<file path="config.mk">
export PLATFORM = sky130hd
export DESIGN_NAME = address_generator
export DESIGN_NICKNAME = d
export VERILOG_FILES = /design/src/rtl/address_generator.sv
export SDC_FILE = /design/constraint.sdc
export NUM_CORES = 1
export LEC_CHECK = 0
export CAP_MARGIN = 20
export CORE_ASPECT_RATIO = 1.4
export CORE_MARGIN = 2
export CORE_UTILIZATION = 48
export DETAILED_ROUTE_END_ITERATION = 16
export PLACE_DENSITY = 0.78
export SLEW_MARGIN = 40
export SYNTH_ARGS = -nofsm -noshare
export SYNTH_HDL_FRONTEND = slang
export SYNTH_SLANG_ARGS = --single-unit
</file>
<file path="constraint.sdc">
create_clock -name clk -period 1.8 [get_ports clk]
set_input_delay 0.45 -clock clk [delete_from_list [all_inputs] [get_ports clk]]
set_output_delay 0.45 -clock clk [all_outputs]
set_load 0.005 [all_outputs]
</file>
<file path="src/rtl/address_generator.sv">
// ----------------------------------------------------------------------------
// address_generator
//   Walks the (neuron, input) index space of one layer on command from the
//   control unit. Each accepted AG_read issues one read: in_addr = i and
//   w_addr = W_BASE + n*N_INPUTS + i. A valid/last delay line of MEM_LAT
//   stages follows each issue, so the ALU sees data_valid (and last_in on the
//   final input of a neuron) in the same cycle the memory data arrives.
//
// Ports
//   clk, reset       rising-edge clock, asynchronous active-high reset
//   AG_rst           synchronous clear of the walk; wins over AG_read
//   AG_read          issue one (neuron, input) read this cycle
//   in_addr          input-memory address of the most recent issue
//   w_addr           weight-memory address of the most recent issue
//   addr_valid       in_addr/w_addr carry a read issued on the last edge
//   data_valid       addr_valid delayed by MEM_LAT cycles
//   last_in          with data_valid: final input of the current neuron
//   neuron_done      one-cycle pulse after data_valid & last_in
//   layer_done       level, all N_NEURONS*N_INPUTS reads issued
//   neuron_idx       neuron index of the most recent issue
//   ag_err           (AG_OVERRUN_ERR_EN only) sticky: AG_read seen in DONE
//
// Build option
//   AG_OVERRUN_ERR_EN  adds the ag_err output; otherwise AG_read in DONE is
//                      silently ignored.
// ----------------------------------------------------------------------------
module address_generator #(
    parameter int N_INPUTS  = 4,
    parameter int N_NEURONS = 4,
    parameter int ADDR_W    = 8,
    parameter int W_BASE    = 0,
    parameter int MEM_LAT   = 1
) (
    input  logic              clk,
    input  logic              reset,
    input  logic              AG_rst,
    input  logic              AG_read,
    output logic [ADDR_W-1:0] in_addr,
    output logic [ADDR_W-1:0] w_addr,
    output logic              addr_valid,
    output logic              data_valid,
    output logic              last_in,
    output logic              neuron_done,
    output logic              layer_done,
    output logic [7:0]        neuron_idx
`ifdef AG_OVERRUN_ERR_EN
    ,
    output logic              ag_err
`endif
);

    localparam int TOTAL = N_NEURONS * N_INPUTS;
    localparam int IW    = $clog2(N_INPUTS);

    // Illegal configurations are rejected at elaboration.
    if (W_BASE + TOTAL - 1 >= (1 << ADDR_W)) begin : g_addr_chk
        $error("address_generator: ADDR_W too small for W_BASE + N_NEURONS*N_INPUTS - 1");
    end
    if (N_NEURONS > 256 || N_NEURONS < 1 || N_INPUTS < 2 || MEM_LAT < 1) begin : g_param_chk
        $error("address_generator: parameter out of range");
    end

    typedef enum logic [1:0] {S_IDLE, S_RUN, S_DONE} state_t;

    state_t            state_q, state_d;
    logic [IW-1:0]     i_q, i_d;
    logic [7:0]        n_q, n_d;
    logic [ADDR_W-1:0] in_addr_q, w_addr_q;
    logic [7:0]        nidx_q;
    logic [MEM_LAT:0]  vld_pipe_q;   // [0] = addr_valid, [MEM_LAT] = data_valid
    logic [MEM_LAT:0]  last_pipe_q;  // last-input tag riding with vld_pipe_q
    logic              neuron_done_q;

    logic issue, last_i, last_n, final_issue;
    logic [ADDR_W-1:0] w_next;

    assign issue       = AG_read & ~AG_rst & (state_q != S_DONE);
    assign last_i      = (i_q == IW'(N_INPUTS - 1));
    assign last_n      = (n_q == 8'(N_NEURONS - 1));
    assign final_issue = issue & last_i & last_n;

    // Deliberately computed at ADDR_W bits; the elaboration check above
    // guarantees no truncation for legal configurations.
    assign w_next = ADDR_W'(W_BASE) + ADDR_W'(n_q) * ADDR_W'(N_INPUTS) + ADDR_W'(i_q);

    // ---------------- FSM: state register ----------------
    always_ff @(posedge clk or posedge reset) begin
        if (reset) state_q <= S_IDLE;
        else       state_q <= state_d;
    end

    // ---------------- FSM: next state ----------------
    always_comb begin
        state_d = state_q;
        if (AG_rst) begin
            state_d = S_IDLE;
        end else begin
            case (state_q)
                S_IDLE, S_RUN: if (issue) state_d = final_issue ? S_DONE : S_RUN;
                S_DONE:        state_d = S_DONE;
                default:       state_d = S_IDLE;
            endcase
        end
    end

    // ---------------- FSM: outputs ----------------
    always_comb begin
        layer_done  = (state_q == S_DONE);
        addr_valid  = vld_pipe_q[0];
        data_valid  = vld_pipe_q[MEM_LAT];
        last_in     = last_pipe_q[MEM_LAT];
        neuron_done = neuron_done_q;
        in_addr     = in_addr_q;
        w_addr      = w_addr_q;
        neuron_idx  = nidx_q;
    end

    // ---------------- index counters ----------------
    always_comb begin
        i_d = i_q;
        n_d = n_q;
        if (AG_rst) begin
            i_d = '0;
            n_d = '0;
        end else if (issue) begin
            if (last_i) begin
                i_d = '0;
                n_d = n_q + 8'd1;
            end else begin
                i_d = i_q + IW'(1);
            end
        end
    end

    always_ff @(posedge clk or posedge reset) begin
        if (reset) begin
            i_q <= '0;
            n_q <= '0;
        end else begin
            i_q <= i_d;
            n_q <= n_d;
        end
    end

    // ---------------- address registers (hold between issues) ----------------
    always_ff @(posedge clk or posedge reset) begin
        if (reset) begin
            in_addr_q <= '0;
            w_addr_q  <= '0;
            nidx_q    <= '0;
        end else if (issue) begin
            in_addr_q <= ADDR_W'(i_q);
            w_addr_q  <= w_next;
            nidx_q    <= n_q;
        end
    end

    // ---------------- valid / last delay line ----------------
    always_ff @(posedge clk or posedge reset) begin
        if (reset) begin
            vld_pipe_q    <= '0;
            last_pipe_q   <= '0;
            neuron_done_q <= 1'b0;
        end else if (AG_rst) begin
            // Reads still in flight are dropped with the walk.
            vld_pipe_q    <= '0;
            last_pipe_q   <= '0;
            neuron_done_q <= 1'b0;
        end else begin
            vld_pipe_q    <= {vld_pipe_q[MEM_LAT-1:0], issue};
            last_pipe_q   <= {last_pipe_q[MEM_LAT-1:0], issue & last_i};
            neuron_done_q <= vld_pipe_q[MEM_LAT] & last_pipe_q[MEM_LAT];
        end
    end

`ifdef AG_OVERRUN_ERR_EN
    logic ag_err_q;

    always_ff @(posedge clk or posedge reset) begin
        if (reset)                                ag_err_q <= 1'b0;
        else if (AG_rst)                          ag_err_q <= 1'b0;
        else if (AG_read && state_q == S_DONE)    ag_err_q <= 1'b1;
    end

    assign ag_err = ag_err_q;
`endif

endmodule
</file>
==> results by group <==
Floorplanning
  – Die Height: 66.2 um
  – I/O pin cnt: 33
  – Die X: 48.4 um
  – # rows: 22
  – Die area: 0.00321 mm2
  – Core area: 0.00262 mm2
  – Starting Density: 0.508

Placement
  – Port Buffers: 26
  – Hpwl dp: between 1.5 and 2 mm
  – GP Congestion: a little over 0.8
  – Pre-CTS setup slack: -106 ps

Worst setup path
  – Worst Path Required: approximately 1400 ps
  – Worst setup path class: reg2out
  – Critical path depth: 1
  – Worst R2R Start: i_q[0]$_DFFE_PP0P_
  – Worst Setup Start Kind: flip-flop
  – FF-to-FF path depth: 5
  – Crit path capture type: output port
  – Arr. time, crit path: 1250 ps
  – R2r setup slk: 300 ps
  – Critical path's slowest cell: clkdlybuf4s50_1
  – Cell Chain, Critical Path: clkdlybuf4s50_1
  – Critical path buffers and inverters: 1
  – CP max stage delay: 520 ps
  – Max FO, Critical Path: 3
  – Reg2reg end: n_q[7]$_DFFE_PP0P_
  – CP top delay family: buffers and inverters

Power
  – P per Cell Area: 620 mW/mm2
  – PnR Total Power: 1.02 mW
  – Leakage: 0.782 nW
  – Worst-case vdd ir drop: 0.537 mV

Clocking
  – Worst skew pair latency: 330 ps
  – TritonCTS buffer count: 3
  – Clk buf depth: 2
  – CTS tree: yes
  – Root buf cell: clkbuf_4
  – CTS clock-pin slew for the worst setup and hold paths: 140 ps
  – Clk sink count: 27
  – H-Tree Depth: 1

Layout
  – Footprint of the multi-input gates: 528 um2
  – Core Util, Final: 0.631
  – Layout cell share with drive strength beyond 1: 0.186
  – Synth-to-layout area growth: 24.2%
  – Reg area: ~680 um2
  – Nets: approximately 150
  – # fillers: 219
  – Ant diodes: 0

Global route
  – Largest net degree at the start of global routing: 28
  – Initial antenna violation count: 0
  – Total track usage: 0.151
  – Congestion Overflow GR: 0
  – First-pass GRT wire length: 3.74 mm
  – Vias in the first global route: 837

Detailed routing
  – Via Count: 857
  – Drt pass-1 iters: 4
  – Post-DRT Antenna Nets: 0
  – WL per Instance: 12.2 um
  – Violation count after the first detailed-route iteration: 8
  – Post-DR vias/cell: 4.87
  – Number of remaining DRC errors: 0
  – Final WL: 2.14 mm

Yosys
  – #FFs+latches synth: 27
  – Mapped Area: 0.00133 mm2
  – Async S/R FF share, synth: 1.00
  – Number of synthesized flops with an enable pin: 0
  – Top post-synthesis cells by area: dfrtp_1 51%, mux2_1 8.5%, buf_4 7.9%, xnor2_1 3.3%, nor2_1 2.5%
  – Avg Cell Area, Syn: ~12 um2
  – Top_reg_cell synth: dfrtp_1
  – Biggest area consumer among synthesized cells: dfrtp_1
  – Share of the synthesized area in the top cell type: 0.509
  – Post-synthesis sequential area ratio: 0.509
  – Gate Count Post-Synth: between 100 and 150
  – Yosys cell types: 31
  – Yosys warns: 0

Min path
  – HP Class: in2async

STA
  – Final period util: 0.944
  – Final hold viol count: 0
  – Final Skew: 3.78 ps
  – Setup Viol. Count Final: 0
  – Worst hold slack: ~450 ps
  – Slew Viols, Final: 0
  – Min Tclk post-route: roughly 1700 ps
  – Setup ws final: 101 ps
  – Highest clock rate: 589 MHz
  – RSZ-0062 raised after global routing: false

Run status
  – Status: completed

Job
  – Max-Cap Viols: 0
worst max path at each step:
stage                                       from                  to  slack [ps]
final                      w_addr[3]$_DFFE_PP0P_       neuron_idx[1]         100
after global routing       w_addr[3]$_DFFE_PP0P_       neuron_idx[1]          50
after CTS                  w_addr[2]$_DFFE_PP0P_       neuron_idx[0]          90
after detailed placement                 AG_read  n_q[7]$_DFFE_PP0P_        -110
after global placement                   AG_read  n_q[7]$_DFFE_PP0P_         -80
after floorplan           state_q[1]$_DFFE_PP0P_  n_q[7]$_DFFE_PP0P_         400
Yosys cell counts (2+ instances only):
cell and number:
nand2_1 6, nor2b_1 5, nand3_1 2, inv_1 3, nor2_1 9, buf_4 14, dfrtp_1 27, nor4_2 2
buf_6 2, mux2_1 10, nor3_2 2, xnor2_1 5, nand2b_1 3, ha_1 2, mux2i_1 2
kinds of logic after synthesis:
family,share of synthesized area
XOR/XNOR,0.0330
AO/OA/AOI/OAI,0.0188
AND/OR/NAND/NOR,0.190
multiplexers,0.120
other,0.00282
buffers and inverters,0.107
flip-flops,0.509
adder cells (fa/ha/maj),0.0188
repair_timing:
item,in CTS,in global routing
hold buffers,0,0
gates resized for setup,1,0
endpoints found under the setup margin,1,0
setup buffers,2,0
placed cells by master (no fill, tap or decap), drive strengths merged, types with 4 or more instances in the layout:
cell,count
nand2b,4
buf,12
conb,6
xnor2,5
nor2,10
nor2b,6
clkdlybuf4s50,25
mux2,12
dfrtp,27
nand2,6
cell type report:
cell class              instances  share of cell area
multi-input cells              68               0.320
well taps                      36              0.0273
clock buffers                   3              0.0137
flip-flops and latches         27               0.410
inverters                       3             0.00683
repair buffers                 38               0.219
clock inverters                 1             0.00303
sequential cells by signal, indices dropped and copies added (netlist names):
name and count:
i_q 2, w_addr 7, state_q 2, vld_pipe_q 2
n_q 8, neuron_idx 3, last_pipe_q 2, neuron_done 1
layer usage:
layer	wire length [um]	GRT usage
met1	826	0.168
met2	1180	0.285
met3	90	0.0226
met4	49	0.0643
met5	0	0
per-stage QoR:
step / instances / TNS [ps] / area (um2)
after detailed placement: 170 / -535 / 1610
after CTS: 176 / 0 / 1650
after global placement: 170 / -366 / 1610
after global routing: 176 / 0 / 1650
after floorplan: 115 / 0 / 1350
final: 176 / 0 / 1650
where the power goes:
| group | leakage, nW | internal (mW) | switching [mW] | total, mW |
|---|---|---|---|---|
| sequential | 0.371 | 0.623 | 0.0127 | 0.636 |
| combinational | 0.393 | 0.0705 | 0.0525 | 0.123 |
| clock | 0.0177 | 0.0837 | 0.179 | 0.263 |
Note: power is estimated with default switching activity, not from simulation.
